File: src/rtl/fir_sample_source_if.sv
// Bundle of the sample-source buses: write side into the sample FIFO and the
// four-phase input_ready/output_ready handshake toward the filter.
interface fir_sample_source_if #(
  parameter int DATA_W = 16,
  parameter int DEPTH  = 8
);
  localparam int CW = $clog2(DEPTH) + 1;

  logic              wr_en;
  logic [DATA_W-1:0] wr_data;
  logic              full;
  logic              empty;
  logic [CW-1:0]     count;
  logic [DATA_W-1:0] in_sample;
  logic              input_ready;
  logic              output_ready;
  logic [DATA_W-1:0] filt_out;
  logic [DATA_W-1:0] last_result;
  logic              sample_done;
  logic              overflow;
  logic              timeout_err;

  modport master (
    output wr_en, wr_data, output_ready, filt_out,
    input  full, empty, count, in_sample, input_ready, last_result,
           sample_done, overflow, timeout_err
  );

  modport slave (
    input  wr_en, wr_data, output_ready, filt_out,
    output full, empty, count, in_sample, input_ready, last_result,
           sample_done, overflow, timeout_err
  );
endinterface

File: src/rtl/fir_sample_source.sv
// Sample FIFO feeding a filter over a four-phase input_ready/output_ready handshake.
// Optional handshake abort timer enabled by defining FIR_SRC_TIMEOUT_EN.
//
// state    | meaning
// IDLE     | no sample outstanding; pops FIFO head when non-empty
// SEND     | sample presented (input_ready=1 one cycle after pop), awaiting output_ready
// WAIT_REL | result captured, waiting for output_ready to drop
module fir_sample_source #(
  parameter int DATA_W  = 16,
  parameter int DEPTH   = 8,
  parameter int TIMEOUT = 255
) (
  input  logic              clk_05,
  input  logic              rst,
  fir_sample_source_if.slave bus
);
  localparam int AW = $clog2(DEPTH);
  localparam int CW = AW + 1;

  typedef enum logic [1:0] {IDLE, SEND, WAIT_REL} state_t;

  state_t            state;
  logic [DATA_W-1:0] mem [DEPTH];
  logic [AW-1:0]     wr_ptr, rd_ptr;
  logic [CW-1:0]     cnt;
  logic              pop, push, is_full;
  logic              pend;
  logic [DATA_W-1:0] in_sample, last_result;
  logic              input_ready, sample_done, overflow;

  assign is_full = (cnt == CW'(DEPTH));
  assign pop     = (state == IDLE) && (cnt != '0);
  assign push    = bus.wr_en && (!is_full || pop);

  assign bus.full        = is_full;
  assign bus.empty       = (cnt == '0);
  assign bus.count       = cnt;
  assign bus.in_sample   = in_sample;
  assign bus.input_ready = input_ready;
  assign bus.last_result = last_result;
  assign bus.sample_done = sample_done;
  assign bus.overflow    = overflow;

  // Storage is not reset; occupancy is tracked solely by the pointers and cnt.
  always_ff @(posedge clk_05) begin
    if (push) mem[wr_ptr] <= bus.wr_data;
  end

  always_ff @(posedge clk_05 or negedge rst) begin
    if (!rst) begin
      wr_ptr   <= '0;
      rd_ptr   <= '0;
      cnt      <= '0;
      overflow <= 1'b0;
    end else begin
      if (push) wr_ptr <= wr_ptr + AW'(1);
      if (pop)  rd_ptr <= rd_ptr + AW'(1);
      case ({push, pop})
        2'b10:   cnt <= cnt + CW'(1);
        2'b01:   cnt <= cnt - CW'(1);
        default: cnt <= cnt;
      endcase
      if (bus.wr_en && !push) overflow <= 1'b1;
    end
  end

`ifdef FIR_SRC_TIMEOUT_EN
  localparam int TW = $clog2(TIMEOUT + 1);
  logic [TW-1:0] tmr;
  logic          timeout_err;
  assign bus.timeout_err = timeout_err;
`else
  assign bus.timeout_err = 1'b0;
`endif

  // pend delays input_ready by one cycle after the pop so in_sample settles first.
  always_ff @(posedge clk_05 or negedge rst) begin
    if (!rst) begin
      state       <= IDLE;
      pend        <= 1'b0;
      in_sample   <= '0;
      last_result <= '0;
      input_ready <= 1'b0;
      sample_done <= 1'b0;
`ifdef FIR_SRC_TIMEOUT_EN
      tmr         <= '0;
      timeout_err <= 1'b0;
`endif
    end else begin
      sample_done <= 1'b0;
      case (state)
        IDLE: begin
          if (pop) begin
            in_sample <= mem[rd_ptr];
            pend      <= 1'b1;
            state     <= SEND;
          end
        end
        SEND: begin
          if (pend) begin
            pend        <= 1'b0;
            input_ready <= 1'b1;
`ifdef FIR_SRC_TIMEOUT_EN
            tmr         <= TW'(TIMEOUT - 1);
`endif
          end else if (bus.output_ready) begin
            last_result <= bus.filt_out;
            sample_done <= 1'b1;
            input_ready <= 1'b0;
            state       <= WAIT_REL;
          end
`ifdef FIR_SRC_TIMEOUT_EN
          else if (tmr == '0) begin
            input_ready <= 1'b0;
            timeout_err <= 1'b1;
            state       <= IDLE;
          end else begin
            tmr <= tmr - TW'(1);
          end
`endif
        end
        WAIT_REL: begin
          if (!bus.output_ready) state <= IDLE;
        end
        default: state <= IDLE;
      endcase
    end
  end
endmodule

File: src/flat_wrapper.sv
// flat-port wrapper written by rule: the top's interface ports become plain ports
module fir_sample_source_flat 
#(
  parameter int DATA_W  = 16,
  parameter int DEPTH   = 8,
  parameter int TIMEOUT = 255
)
  (clk_05, rst, bus_wr_en, bus_wr_data, bus_output_ready, bus_filt_out, bus_full, bus_empty, bus_count, bus_in_sample, bus_input_ready, bus_last_result, bus_sample_done, bus_overflow, bus_timeout_err);
  fir_sample_source_if #(.DATA_W(DATA_W), .DEPTH(DEPTH)) bus_i ();
  input  logic clk_05;
  input  logic rst;
  input wire logic [$bits(bus_i.wr_en)-1:0] bus_wr_en;
  input wire logic [$bits(bus_i.wr_data)-1:0] bus_wr_data;
  input wire logic [$bits(bus_i.output_ready)-1:0] bus_output_ready;
  input wire logic [$bits(bus_i.filt_out)-1:0] bus_filt_out;
  output wire logic [$bits(bus_i.full)-1:0] bus_full;
  output wire logic [$bits(bus_i.empty)-1:0] bus_empty;
  output wire logic [$bits(bus_i.count)-1:0] bus_count;
  output wire logic [$bits(bus_i.in_sample)-1:0] bus_in_sample;
  output wire logic [$bits(bus_i.input_ready)-1:0] bus_input_ready;
  output wire logic [$bits(bus_i.last_result)-1:0] bus_last_result;
  output wire logic [$bits(bus_i.sample_done)-1:0] bus_sample_done;
  output wire logic [$bits(bus_i.overflow)-1:0] bus_overflow;
  output wire logic [$bits(bus_i.timeout_err)-1:0] bus_timeout_err;
  assign bus_i.wr_en = bus_wr_en;
  assign bus_i.wr_data = bus_wr_data;
  assign bus_i.output_ready = bus_output_ready;
  assign bus_i.filt_out = bus_filt_out;
  assign bus_full = bus_i.full;
  assign bus_empty = bus_i.empty;
  assign bus_count = bus_i.count;
  assign bus_in_sample = bus_i.in_sample;
  assign bus_input_ready = bus_i.input_ready;
  assign bus_last_result = bus_i.last_result;
  assign bus_sample_done = bus_i.sample_done;
  assign bus_overflow = bus_i.overflow;
  assign bus_timeout_err = bus_i.timeout_err;
  fir_sample_source #(.DATA_W(DATA_W), .DEPTH(DEPTH), .TIMEOUT(TIMEOUT)) u_core (.clk_05(clk_05), .rst(rst), .bus(bus_i));
endmodule
File: config.mk
export PLATFORM = sky130hd
export DESIGN_NAME = fir_sample_source_flat
export DESIGN_NICKNAME = d
export VERILOG_FILES = /design/src/rtl/fir_sample_source_if.sv /design/src/rtl/fir_sample_source.sv /design/src/flat_wrapper.sv
export SDC_FILE = /design/constraint.sdc
export NUM_CORES = 1
export LEC_CHECK = 0
export ABC_AREA = 1
export ABC_CLOCK_PERIOD_IN_PS = 3400
export CAP_MARGIN = 30
export CORE_AREA = 2 2 101 151
export CTS_CLUSTER_DIAMETER = 60
export DETAILED_ROUTE_END_ITERATION = 7
export DIE_AREA = 0 0 103 153
export PLACE_DENSITY = 0.72
export SYNTH_ARGS = -nofsm -noshare
export SYNTH_HDL_FRONTEND = slang
export SYNTH_SLANG_ARGS = --single-unit
File: constraint.sdc
create_clock -name clk_05 -period 3.4 [get_ports clk_05]
set_input_delay 0.51 -clock clk_05 [delete_from_list [all_inputs] [get_ports clk_05]]
set_output_delay 0.51 -clock clk_05 [all_outputs]
set_load 0.02 [all_outputs]
After elaboration in Yosys (flattened, before gate mapping)
Memory sizes are Yosys's and may differ from the RTL's. A register that Yosys moved wholly into a read port is not among the register bits.
Cells that the tools add are included.
- memory bits (writable): 128
- output and inout bits: 42
- register bits: 32
- memories kept: 1
- input port bits: 36
- word-level logic and storage cells: 57
- memory list (name ; depth ; bits a word ; rd ports ; clocked after memory_dff ; wr ports ; RTL line ; RTL):
    u_core.mem ; 8 ; 16 ; 1 ; 1 ; 1 ; fir_sample_source.sv:23 ; logic [DATA_W-1:0] mem [DEPTH];
- eq/ne operators: 9
- add/subtract/negate cells: 4
- reduce and logical (&&, ||, !) cells: 18
- bitwise logic cells: 1
- muxes and demuxes: 15
- operators with widths (operator ; count):
    1-bit two-way mux ; 8
    2-bit two-way mux ; 4
    4-bit case mux with 2 select lines ; 1
    3-bit by 1-bit adder with 3-bit output (second input constant) ; 2
    2-bit inequality test (second input constant) ; 3
    2-bit case mux with 3 select lines ; 1
    2-bit AND reduction ; 3
    2-bit nonzero test ; 3
    4-bit by 1-bit adder with 4-bit output (second input constant) ; 1
    2-bit by 1-bit equality test with 1-bit output (second input constant) ; 2
    2-bit equality test (second input constant) ; 2
    4-bit equality test (second input constant) ; 1
    4-bit zero test ; 1
    4-bit AND reduction ; 1
    4-bit nonzero test ; 1
    4-bit by 1-bit subtractor with 4-bit output (second input constant) ; 1
    1-bit logical AND ; 3
    1-bit zero test ; 3
    3-bit AND reduction ; 1
    2-bit zero test ; 1
    2-bit by 1-bit inequality test with 1-bit output (second input constant) ; 1
    1-bit case mux with 2 select lines ; 1
    1-bit logical OR ; 1
    1-bit inverter ; 1

Longest topological paths before layout
- depth in word-level cells: 6
- gate-level depth with buffers: 14
- mapped depth without buffers: 14

Least setup slack after synthesis
No wires, ideal clock.
- path kind: register to register
- start point: register u_core.cnt[3] (netlist: u_core.bus.count[3])
- end point: memory u_core.mem[4][0] (enable)
- arrival: 2.122 ns
- buffers on the path: 0
- setup slack: 0.868 ns
- period minus slack after synthesis: 2.532 ns
- stages on the path, launching flop included: 7
- library setup time: 0.409 ns
- required time: 2.991 ns
- cell sequence: dfrtp_1 nor2_1 nand2_2 nand2_4 nand2_4 nand3_2 nor3_1
- longest elaborated chain between the ends: 6
- elaborated cells on any way between the ends: 8
- classes of those cells: 1 x eq/ne; 2 x mux; 5 x reduce/logical
- ends and longest elaborated chain (element ; RTL line ; RTL):
    start: declaration ; fir_sample_source.sv:25 ; logic [CW-1:0] cnt;
    start signal: assignment ; fir_sample_source.sv:59 ; 2'b10: cnt <= cnt + CW'(1);
    start signal: assignment ; fir_sample_source.sv:60 ; 2'b01: cnt <= cnt - CW'(1);
    start signal: assignment ; fir_sample_source.sv:61 ; default: cnt <= cnt;
    4-bit equality test or 4-bit nonzero test (tied branches) ; fir_sample_source.sv:31, fir_sample_source.sv:32 ;
    1-bit zero test or 1-bit logical AND (tied branches) ; fir_sample_source.sv:33, fir_sample_source.sv:32 ;
    1-bit logical OR * ; fir_sample_source.sv:33 ; assign push = bus.wr_en && (!is_full || pop);
    1-bit logical AND * ; fir_sample_source.sv:33 ;
    1-bit two-way mux * ; fir_sample_source.sv:46 ; if (push) mem[wr_ptr] <= bus.wr_data;
    1-bit two-way mux (not written as such) * ; fir_sample_source.sv:46 ;
    end: declaration ; fir_sample_source.sv:23 ;
Every way passes the cells marked *; elsewhere a longest branch is shown, timed or not.

Worst setup path after layout
- start point: register u_core.cnt[1] (netlist: u_core.bus.count[1])
- end point: output port bus_full
- longest elaborated chain between the ends: 1
- ends and longest elaborated chain (element ; RTL line ; RTL):
    4-bit equality test ; fir_sample_source.sv:31 ; assign is_full = (cnt == CW'(DEPTH));
    end: declaration ; flat_wrapper.sv:16 ; output wire logic [$bits(bus_i.full)-1:0] bus_full;
Every way passes these cells.

==> results by group <==
Setup path
  • Worst setup startpoint: u_core.bus.count[1]$_DFFE_PN0P_
  • R2R setup slack: 1050 ps
  • Reg-to-reg endpoint: u_core.bus.count[3]$_DFFE_PN0P_
  • Crit path capture type: output pin
  • Crit path required time: 2890 ps
  • Reg2reg path depth: 13
  • RR Startpoint: u_core.bus.count[1]$_DFFE_PN0P_
  • Path type of the worst setup path: flop to output pin
  • Setup crit start kind: flop
  • Arr. time, crit path: 1890 ps
  • Critical path peak fanout: 5

STA
  • Worst-margin pin slew: 776.8 ps
  • Final min period: 2398 ps
  • Final slew viol count: 0
  • Slew Limit Headroom: 48.21%
  • Worst hold margin: 475.9 ps
  • Setup WS post-layout: 1002 ps
  • Fmax: 0.4170 GHz
  • Setup tns final: 0 ps
  • Setup Skew: 8.592 ps
  • RSZ-0062 raised after global routing: false
  • Fin. Hold Viols: 0
  • Period utilization: 70.54%
  • Setup violations, final: 0

Worst hold path
  • Worst Hold End: u_core.bus.last_result[15]$_DFFE_PN0P_
  • HP Start: u_core.bus.last_result[15]$_DFFE_PN0P_
  • Hold WC Path Type: flop to flop
  • WHS Path Cells: 2

Global route
  • Total GRT Usage: 19.96%
  • Vias in the first global route: 4524
  • Initial antenna violation count: 0
  • Total global routing overflow: 0
  • Pin count of the biggest net entering global routing: 67
  • First-pass GRT wire length: 23740 µm

Power
  • VDD IR max: 0.0004870 V
  • Pwr Density: 939.0 mW/mm²
  • Leak: 3.254 nW

Logic synthesis
  • Netlist cell types: 35
  • Syn avg cell area: 12.19 µm²
  • Area contributors post-synth: edfxtp_1 (54%), dfrtp_1 (17%), nor2_1 (5.4%)
  • Synthesized flop and latch total: 176
  • Post-Syn Area: 0.007081 mm²
  • Yosys warns: 0
  • Syn Inst Count: 581
  • Post-synthesis sequential area ratio: 71.25%
  • Leading area contributor after synthesis: edfxtp_1
  • Synth top area share: 54.29%
  • Syn Nets: 622

Layout
  • Layout cell share with drive strength beyond 1: 10.25%
  • ANT cells: 0
  • Final nets: 701
  • Fin cells: 869
  • Commonest non-fill, non-tap cell in the layout: edfxtp_1
  • Area Overhead vs Synth: 21.93%
  • Most frequent cells in the layout: edfxtp_1 (128), nor2_1 (102), nand2_1 (99), clkdlybuf4s50_1 (75), o21ai_0 (57)

Routing
  • Highest Signal Layer: met4
  • Drt total wl: 15160 µm
  • DRT Pass-1 Iters: 5
  • DR iter-0 viols: 273
  • Met3 wire length: 936 µm
  • Via count: 4629
  • Antenna Nets Post-Route: 0
  • Wire length per cell: 17.45 µm
  • Met1 WL: 6168 µm
  • DRC violations left: 0
  • DR WL met2: 7759 µm
  • DR vias/cell: 5.327

Floorplanning
  • Die height: 153 µm
  • Starting Density: 48.97%
  • Area of the die: 0.01576 mm²
  • Die Width: 103 µm
  • FP Rows: 54
  • Core footprint: 0.01446 mm²
  • Io pins: 78

Place
  • Port Buf Inserts: 76
  • Placement Setup Slack: 961.1 ps
  • Inst Count DP: 836
  • Post-DP HPWL: 9900 µm
  • Final GP Congestion: 0.8583

CTS
  • Post-CTS Resized: 0
  • Setup Buffers After CTS: 0
  • Clock-pin slew on the worst setup and hold paths: 60 ps
  • CTS tree: done
  • Cts bufs inserted: 17
  • CTS Buffer Depth: 2
  • CTS H-Tree Depth: 4
  • CTS root buf: clkbuf_16
  • Later-pin clock latency in the skew report: 420 ps
  • Hold_buf cts: 1
  • Clk sinks: 176

Outcome
  • Outcome: finished, final reports clean

Job
  • Max-cap violations: 0
## cell type report
cell class                      count  area, µm²
Tap cell                          196      245.2
Sequential cell                   176       5045
Fill cell                        1145       5826
Clock inverter                     15      178.9
Timing Repair Buffer               90      875.8
Multi-Input combinational cell    356       1784
Clock buffer                       17      425.4
Inverter                           19      78.83
## state kept, by name, summed over array words and instances (netlist names)
register,count
u_core.bus.count,4
u_core.pend,1
u_core.state,2
u_core.bus.input_ready,1
u_core.wr_ptr,3
u_core.rd_ptr,3
u_core.mem,128
u_core.bus.sample_done,1
u_core.bus.last_result,16
u_core.bus.overflow,1
u_core.bus.in_sample,16
## report_power, final
part	internal [mW]	total [mW]	leakage, nW	switching (mW)
Sequential	2.83	3.16	1.74	0.321
Clock	1.16	1.98	0.287	0.815
Combinational	1.09	2.97	1.22	1.88
## cell usage after synthesis
library cell,n
nor2_4,1
nor4_2,1
nand3_2,2
buf_2,10
buf_4,12
ha_1,4
nand2_1,99
fa_1,1
a21oi_2,1
nor3_1,4
nand3_4,1
nand2_4,5
nand3_1,23
nor2_1,102
inv_4,1
o21bai_1,1
nand2_2,2
clkbuf_1,3
xor2_1,4
inv_6,1
inv_1,13
clkinv_1,1
buf_6,4
clkbuf_2,1
conb_1,1
a21oi_1,2
o21ai_0,57
o21ai_1,9
xnor2_1,1
o211ai_1,32
dfrtp_1,48
edfxtp_1,128
inv_2,3
nor2_2,2
o21ai_2,1
## per-stage QoR
step	power, mW	util, %	area [µm²]
after floorplan	5.151	-	7081
after global placement	6.051	55.32	7999
after detailed placement	6.152	55.46	8019
after CTS	8.155	59.71	8633
final	8.106	59.71	8633
after global routing	8.586	59.71	8633
## critical path, stage by stage, from the launching register on
cell	delay (ps)
dfrtp_1	440
nor2_2	190
nand3_2	130
inv_2	110
clkdlybuf4s50_1	600
## metal layers
metal	global-route usage, %	vias up
li1	-	2181
met1	25.95	2227
met4	7.707	0
met3	4.344	28
met2	32.53	193
met5	0	-
## cell families after synthesis
group | count (synthesis) | share of synthesized area, %
flops | 176 | 71.25
buf+inv | 49 | 3.958
xor+xnor | 5 | 0.6185
other cells | 1 | 0.05296
compound gates | 103 | 8.553
fa+ha+maj | 5 | 0.9896
simple gates | 242 | 14.58
## how the worst max path moves through the flow
stage	endpoint	slack (ps)	depth (start not counted)
after floorplan	u_core.mem[4][0]$_DFFE_PP_	870	6
after global placement	u_core.bus.count[3]$_DFFE_PN0P_	990	11
after detailed placement	u_core.bus.count[3]$_DFFE_PN0P_	960	11
after CTS	bus_full	990	4
after global routing	u_core.bus.count[3]$_DFFE_PN0P_	820	13
final	bus_full	1000	4
(Power assumes the default switching activity.)
